File: config.mk
export PLATFORM = sky130hd
export DESIGN_NAME = ir_fetch_sequencer_flat
export DESIGN_NICKNAME = d
export VERILOG_FILES = /design/src/rtl/fetch_pkg.sv /design/src/rtl/ir_fetch_sequencer_if.sv /design/src/rtl/ack_timer.sv /design/src/rtl/ir_fetch_sequencer.sv /design/src/flat_wrapper.sv
export SDC_FILE = /design/constraint.sdc
export NUM_CORES = 1
export LEC_CHECK = 0
export BUFFER_PORTS_ARGS = -buffer_cell sky130_fd_sc_hd__buf_2
export CAP_MARGIN = 20
export CORE_UTILIZATION = 35
export DETAILED_ROUTE_END_ITERATION = 16
export PLACE_DENSITY = 0.72
export SYNTH_ARGS = -nofsm -noshare
export SYNTH_HDL_FRONTEND = slang
export SYNTH_SLANG_ARGS = --single-unit
File: constraint.sdc
create_clock -name Clock -period 1.4 [get_ports Clock]
set_input_delay 0.28 -clock Clock [delete_from_list [all_inputs] [get_ports Clock]]
set_output_delay 0.28 -clock Clock [all_outputs]
set_load 0.02 [all_outputs]
File: src/rtl/fetch_pkg.sv
// Shared types and register-control encodings for the instruction fetch path.
// The FunSel constants are intended for reuse by the rest of the control unit.
package fetch_pkg;

    typedef enum logic [2:0] {
        ST_IDLE    = 3'd0,
        ST_REQ_LO  = 3'd1,
        ST_LOAD_LO = 3'd2,
        ST_REQ_HI  = 3'd3,
        ST_LOAD_HI = 3'd4,
        ST_DONE    = 3'd5,
        ST_ERR     = 3'd6
    } state_t;

    localparam logic [2:0] FS_DEC     = 3'b000;
    localparam logic [2:0] FS_INC     = 3'b001;
    localparam logic [2:0] FS_LOAD    = 3'b010;
    localparam logic [2:0] FS_CLR     = 3'b011;
    localparam logic [2:0] FS_LOAD_LZ = 3'b100;
    localparam logic [2:0] FS_LO      = 3'b101;
    localparam logic [2:0] FS_HI      = 3'b110;
    localparam logic [2:0] FS_SEXT    = 3'b111;

    localparam int unsigned CNT_W = 8;

    function automatic logic is_req(input state_t s);
        return (s == ST_REQ_LO) || (s == ST_REQ_HI);
    endfunction

endpackage

File: src/rtl/ir_fetch_sequencer_if.sv
// Byte-wide memory read channel: req/ack handshake with data valid alongside ack.
interface ir_fetch_sequencer_if;

    logic       Mem_Req;
    logic       Mem_Ack;
    logic [7:0] Mem_Data;

    modport master (output Mem_Req, input Mem_Ack, input Mem_Data);
    modport slave  (input Mem_Req, output Mem_Ack, output Mem_Data);

endinterface

File: src/rtl/ack_timer.sv
// Wait-state counter for the memory handshake; expired flags the last allowed wait cycle.
module ack_timer
    import fetch_pkg::*;
#(
    parameter int unsigned TIMEOUT = 16
) (
    input  logic Clock,
    input  logic Reset,
    input  logic clr,
    input  logic en,
    output logic expired
);

    localparam logic [CNT_W-1:0] LAST = CNT_W'(TIMEOUT - 1);

    logic [CNT_W-1:0] count;

    always_ff @(posedge Clock or negedge Reset) begin
        if (!Reset) begin
            count <= '0;
        end else if (clr) begin
            count <= '0;
        end else if (en) begin
            count <= count + CNT_W'(1);
        end
    end

    assign expired = (count == LAST);

endmodule

File: src/rtl/ir_fetch_sequencer.sv
// Two-byte instruction fetch: reads low then high byte over the memory channel and
// steers the IR/PC register controls, incrementing PC once per loaded byte.
module ir_fetch_sequencer
    import fetch_pkg::*;
#(
    parameter int unsigned TIMEOUT = 16
) (
    input  logic                        Clock,
    input  logic                        Reset,
    input  logic                        Start,
    input  logic                        Abort,
    ir_fetch_sequencer_if.master        mem,
    output logic [2:0]                  IR_FunSel,
    output logic                        IR_E,
    output logic [15:0]                 IR_I,
    output logic [2:0]                  PC_FunSel,
    output logic                        PC_E,
    output logic                        Busy,
    output logic                        Done,
    output logic                        Error
);

    state_t     state;
    state_t     state_nx;
    logic [7:0] byte_q;
    logic       in_req;
    logic       take_ack;
    logic       expired;
    logic       timer_clr;
    logic       timer_en;

    assign in_req   = is_req(state);
    assign take_ack = in_req && mem.Mem_Ack && !Abort;

    // Counter idles at zero outside REQ states, so it is already clear on entry to each REQ.
    assign timer_clr = !in_req || Abort || mem.Mem_Ack;
    assign timer_en  = in_req && !mem.Mem_Ack && !expired;

    ack_timer #(
        .TIMEOUT (TIMEOUT)
    ) u_ack_timer (
        .Clock   (Clock),
        .Reset   (Reset),
        .clr     (timer_clr),
        .en      (timer_en),
        .expired (expired)
    );

    always_ff @(posedge Clock or negedge Reset) begin
        if (!Reset) begin
            state <= ST_IDLE;
        end else begin
            state <= state_nx;
        end
    end

    always_ff @(posedge Clock or negedge Reset) begin
        if (!Reset) begin
            byte_q <= '0;
        end else if (take_ack) begin
            byte_q <= mem.Mem_Data;
        end
    end

    always_comb begin
        state_nx = state;
        unique case (state)
            ST_IDLE: begin
                if (Start) state_nx = ST_REQ_LO;
            end
            ST_REQ_LO: begin
                if (mem.Mem_Ack)  state_nx = ST_LOAD_LO;
                else if (expired) state_nx = ST_ERR;
            end
            ST_LOAD_LO: state_nx = ST_REQ_HI;
            ST_REQ_HI: begin
                if (mem.Mem_Ack)  state_nx = ST_LOAD_HI;
                else if (expired) state_nx = ST_ERR;
            end
            ST_LOAD_HI: state_nx = ST_DONE;
            ST_DONE:    state_nx = ST_IDLE;
            ST_ERR:     state_nx = ST_IDLE;
            default:    state_nx = ST_IDLE;
        endcase
        if (Abort) state_nx = ST_IDLE;
    end

    // Moore decode only: a LOAD cycle already in progress completes even if Abort is high.
    always_comb begin
        IR_FunSel = FS_DEC;
        IR_E      = 1'b0;
        IR_I      = '0;
        PC_FunSel = FS_DEC;
        PC_E      = 1'b0;
        unique case (state)
            ST_LOAD_LO: begin
                IR_FunSel = FS_LO;
                IR_E      = 1'b1;
                IR_I      = {8'h00, byte_q};
                PC_FunSel = FS_INC;
                PC_E      = 1'b1;
            end
            ST_LOAD_HI: begin
                IR_FunSel = FS_HI;
                IR_E      = 1'b1;
                IR_I      = {8'h00, byte_q};
                PC_FunSel = FS_INC;
                PC_E      = 1'b1;
            end
            default: ;
        endcase
    end

    assign mem.Mem_Req = in_req;
    assign Busy        = (state != ST_IDLE);
    assign Done        = (state == ST_DONE);
    assign Error       = (state == ST_ERR);

endmodule

File: src/flat_wrapper.sv
// flat-port wrapper written by rule: the top's interface ports become plain ports
module ir_fetch_sequencer_flat import fetch_pkg::*;
#(
    parameter int unsigned TIMEOUT = 16
)
  (Clock, Reset, Start, Abort, IR_FunSel, IR_E, IR_I, PC_FunSel, PC_E, Busy, Done, Error, mem_Mem_Req, mem_Mem_Ack, mem_Mem_Data);
  ir_fetch_sequencer_if mem_i ();
  input  logic Clock;
  input  logic Reset;
  input  logic Start;
  input  logic Abort;
  output logic [2:0] IR_FunSel;
  output logic IR_E;
  output logic [15:0] IR_I;
  output logic [2:0] PC_FunSel;
  output logic PC_E;
  output logic Busy;
  output logic Done;
  output logic Error;
  output wire logic [$bits(mem_i.Mem_Req)-1:0] mem_Mem_Req;
  input wire logic [$bits(mem_i.Mem_Ack)-1:0] mem_Mem_Ack;
  input wire logic [$bits(mem_i.Mem_Data)-1:0] mem_Mem_Data;
  assign mem_Mem_Req = mem_i.Mem_Req;
  assign mem_i.Mem_Ack = mem_Mem_Ack;
  assign mem_i.Mem_Data = mem_Mem_Data;
  ir_fetch_sequencer #(.TIMEOUT(TIMEOUT)) u_core (.Clock(Clock), .Reset(Reset), .Start(Start), .Abort(Abort), .mem(mem_i), .IR_FunSel(IR_FunSel), .IR_E(IR_E), .IR_I(IR_I), .PC_FunSel(PC_FunSel), .PC_E(PC_E), .Busy(Busy), .Done(Done), .Error(Error));
endmodule
Word-level counts from Yosys, hierarchy flattened. Cells that the tools add are included.

Bits in registers: 19. Bits of input ports: 13. Output and inout bits: 28. Logic and storage cells: 39.

$add $sub $neg: 1. Eq/ne operators: 8. Mux-type cells: 12. Reduce and logical (&&, ||, !) cells: 15.

Operator list (number): two-way mux 8 bit (3); two-way mux 3 bit (5); one-hot mux 3 bit (5 select lines) (1); equality test 3 bit, second input constant (3); adder 8 x 1 -> 8 bit, second input constant (1); equality test 8 x 4 -> 1 bit, second input constant (1); equality test 3 x 2 -> 1 bit, second input constant (2); one-hot mux 3 bit (2 select lines) (1); logical AND 1 bit (4); zero test 1 bit (4); equality test 3 x 1 -> 1 bit, second input constant (1); zero test 3 bit (1); logical OR 1 bit (3); != test 3 bit, second input constant (1); nonzero test 3 bit (1); two-way mux 1 bit (2); nonzero test 2 bit (1); OR reduction 2 bit (1).

Depth between registers and ports, before layout.
Depth in word-level cells: 6. Gate-level depth with buffers: 5. Depth with buffers taken out: 4.

Modules after synthesis. A second synthesis with hierarchy kept.

Cells, all modules: 108. Area, all modules: 1107.3 um^2.

Modules (own cells, without submodules): ir_fetch_sequencer (instances 1, cells each 69, area each 713.2 um^2); ack_timer (instances 1, cells each 39, area each 394.1 um^2).

Worst setup path after synthesis. No wires, ideal clock.

Kind: reg2out. Start point: register u_core.state[1]. End point: output port IR_I[0]. Arrival time: 1.473 ns. Data required time: 1.120 ns. Setup slack: -0.353 ns. Stages on the path, launching flop included: 5. Cell sequence: dfrtp_1 buf_2 xnor2_1 nor2_1 and2_1.

Word-level cells in the longest chain between the ends: 3. Elaborated cells on any way between the ends: 4. Classes of those cells: eq/ne (2); mux (1); reduce/logical (1).

RTL lines: start, declared (line ir_fetch_sequencer.sv:23) `state_t state;`; start signal, assigned (line ir_fetch_sequencer.sv:53) `state <= state_nx;`; equality test 3 x 2 -> 1 bit / equality test 3 bit (equally long branches) (line ir_fetch_sequencer.sv:95) `unique case (state)`; OR reduction 2 bit (no line) *; two-way mux 8 bit * (line ir_fetch_sequencer.sv:95); end, declared (line flat_wrapper.sv:14) `output logic [15:0] IR_I;`.

Every way passes the cells marked *; elsewhere a longest branch is shown, timed or not.

Worst setup path after layout.
Start point: register u_core.state[2]. End point: output port IR_I[2].

Same word-level chain as after synthesis.

==> parameters.txt <==
Parameter                              Value

Worst hold path
  Worst min-delay path class    in2reg
  Depth of the worst hold-timing path    2
  Worst min-delay path endpoint    u_core.byte_q[7]
  Start point of the worst hold path    mem_Mem_Data[7]

Setup path
  Worst EP required    1.12 ns
  Cell class contributing the biggest share of worst-path delay    flip-flops
  Total buffers and inverters traversed by the critical path    1
  Critical-path top delay cell    dfrtp_2
  Longest individual stage delay on the worst path    0.47 ns
  Crit end category    output pin
  Worst R2R Start    u_core.state[2]
  Cell Chain, Critical Path    xnor2_4 > nor2_4 > and2_4 > buf_6
  Length in cells of the worst reg-to-reg path    5
  Kind of start point of the critical path    flip-flop
  CP max FO    6
  Critical path start-end classification    reg2out
  Arrival time worst endpoint    1.41 ns
  Reg-to-reg critical path endpoint    u_core.byte_q[1]
  Register-to-Register Setup Slack    -0.05 ns

Floorplan
  Die height    57.8 µm
  Num ports    41
  Starting utilization of the core area    38.2%
  Row count    19
  Core Footprint    0.00285 mm²
  Overall die width    57.8 µm
  Full die area    0.00334 mm²

Global route
  Number of antenna violations at the first check in global routing    0
  Global-route wire length before repair    3.72 mm
  Largest net degree at the start of global routing    20
  GRT Residual Overflow    0
  Via count of the first global-routing pass    878
  Total track usage    14.4%

Drt
  Total wirelength of the detailed-routed design    2.54 mm
  Met2 wirelength from detailed routing    1.37 mm
  1st-iter DRT viols    36
  Final routed DRC violation total    6
  Highest routing layer actually used    met4
  Met1 wire length    957 µm
  Via Count    954
  Met3 routed WL    144 µm
  Wirelength per Cell    13.8 µm
  Number of antenna-violating nets in the routed design    0
  Post-DR vias/cell    5.18
  Detailed-routing iteration count for the pre-antenna-repair pass    11

STA
  Post-route worst setup slack    -0.288 ns
  Final hold vios    0
  Skew final    0.00328 ns
  Min Tclk post-route    1.69 ns
  Number of max-slew violations in the final report    0
  Post-Route Hold Slack    0.204 ns
  Crit share post-route    121%
  Total negative slack    -4.35 ns
  RSZ-0062 raised after global routing    true
  Highest Clock Rate    592 MHz
  Setup-failing EPs final    26

Cells and area
  Register area    485 µm²
  Area taken by multi-input logic gates    693 µm²
  Utilization of the core after routing    56.8%
  FILL cells    242
  Synth-to-Final Area Change    48.6%
  Final design area excluding fillers    0.00162 mm²
  Antenna Cells    0
  Ratio of cells with drive above 1 in the final layout    62.7%
  Number of nets in the final layout    168

Logic synthesis
  Share of synthesized area spent on multiplexers    8.26%
  Distinct cell type count of the synthesized netlist    33
  Asr flop ratio synth    100%
  Simple-gate portion of the synthesized area    23.3%
  Number of warnings printed during yosys synthesis    0
  Cell area after technology mapping    0.00109 mm²
  Register bit total from synthesis    19
  Compound-cell area share of the yosys netlist    11.2%
  Main synth FF type    dfrtp_1
  Sequential fraction of the synthesis area    43.6%
  Number of enable flip-flop cells after synthesis    0
  Post-synthesis cell count    111
  Xor/xnor share of the synthesized area    0.803%
  Adder-cell area share of the yosys netlist    1.15%
  Combinational family with the most area after synthesis    simple AND/OR/NAND/NOR gates
  Mean Syn Cell Area    9.83 µm²

Placed design
  Final RePlAce weighted congestion    0.754
  Instance area at placement    0.00128 mm²
  Detailed placement HPWL    1.61 mm
  I/O Buffers    30

Pwr
  Share of total power in the clock network    21.7%
  Total power divided by cell area    786 mW/mm²
  Switching Power    367 µW
  Leakage component of the power    0.000712 µW
  P_int    908 µW
  Peak supply drop    0.276 mV
  Share of power burned in registers    52.4%
  Comb pwr share    25.9%
  Net Sw Frac    28.8%

Run status
  Violated checks    design-rule violations, negative setup slack
  Result of the run    finished, violations left

Clock network
  Clock transition time at the flip-flop clock pins of the worst setup and hold paths    0.10 ns
  Worst-Skew Late Latency    0.30 ns
  Maximum buffer depth of the clock tree    2
  CTS tree    yes
  Clock tree root driver cell    clkbuf_4
  Num CTS Buffers    3
  Count of H-tree levels built during CTS    1
  Clock Sinks    19

Job
  Number of maximum-capacitance constraint violations    0
area by class of cell:
| type | count | area share, % |
|---|---|---|
| clock buffer | 4 | 1.62 |
| multi-input combinational | 83 | 42.7 |
| tap | 31 | 2.39 |
| sequential | 19 | 29.9 |
| timing repair buffer | 45 | 22.8 |
| inverter | 2 | 0.463 |
timing repair:
| action | in CTS | in global routing |
|---|---|---|
| cloned | 1 | 0 |
| pin swaps | 6 | 8 |
| hold buffers | 1 | 0 |
| setup endpoints to repair | 19 | 29 |
| gates resized for setup | 31 | 47 |
| buffers inserted | 2 | 3 |
| hold endpoints to repair | 19 | 0 |
cell usage after synthesis (all sizes together) (3+ instances only):
library cell	count	area, µm²
or3	4	26.3
nor2	4	15.0
nor3b	3	22.5
o21ai	5	25.0
nand3	4	25.0
mux2	8	90.1
buf	16	113
nand2	6	22.5
dfrtp	19	475
a21oi	8	40.0
and2	8	50.1
nor3	4	20.0
metrics by stage:
step	instances	power, µW	setup slack [ns]
2_1_floorplan	120	852	-0.0454
3_3_place_gp	173	898	0.0408
3_5_place_dp	173	913	0.00633
4_1_cts	181	1220	-0.268
5_1_grt	184	1340	-0.335
6_report	184	1270	-0.288
sequential cells by signal, indices dropped and copies added, names as in the netlist:
signal,cells
u_core.byte_q,8
u_core.u_ack_timer.count,8
u_core.state,3
cell families (layout without fill, tap and decap cells):
kind of cell	count (synthesis)	in the layout
other	1	10
DFF	19	19
adders and majority gates	1	1
buffers and inverters	19	51
AOI/OAI and AO/OA	21	21
and+or+nand+nor	41	42
xor gates and xnor gates	1	1
muxes	8	8
worst max-delay path by stage:
stage / from / endpoint / slack (ns) / cells after the start
floorplan: u_core.state[0] / Error / -0.05 / 2
global placement: u_core.state[1] / IR_I[3] / 0.04 / 4
detailed placement: u_core.u_ack_timer.count[0] / u_core.u_ack_timer.count[6] / 0.006 / 4
CTS: u_core.state[1] / IR_I[0] / -0.27 / 4
global route: u_core.state[2] / IR_I[2] / -0.34 / 4
finish: u_core.state[2] / IR_I[2] / -0.29 / 4
per-layer routing:
layer  GRT usage [%]  vias to the layer above
met2            26.9                       38
li1                -                      452
met5               0                        -
met3            2.68                        8
met1            16.5                      456
met4            4.42                        0
layout by cell type (no fill, tap or decap), types with 3 or more instances in the layout:
cell	instances
buf_2	12
a21oi_1	7
buf_4	17
dfrtp_1	11
o21ai_0	4
dfrtp_2	8
buf_6	14
mux2_4	3
clkbuf_4	3
conb_1	10
nor3_2	3
nor2_4	3
nand2_1	6
mux2_2	5
and2_4	8
worst reg2reg max path, stage by stage (launching register included):
cell and delay (ns):
dfrtp_2 0.47, buf_4 0.16, nor2_4 0.07, and3_4 0.18
buf_8 0.13, mux2_2 0.33
power groups by stage:
| stage | Combinational [µW] | Sequential [µW] | Clock (µW) |
|---|---|---|---|
| 6_report | 330 | 668 | 277 |
| 5_1_grt | 353 | 678 | 305 |
| 4_1_cts | 282 | 662 | 279 |
| 3_5_place_dp | 246 | 667 | 0 |
| 3_3_place_gp | 239 | 659 | 0 |
| 2_1_floorplan | 200 | 652 | 0 |
(Power assumes the default switching activity.)
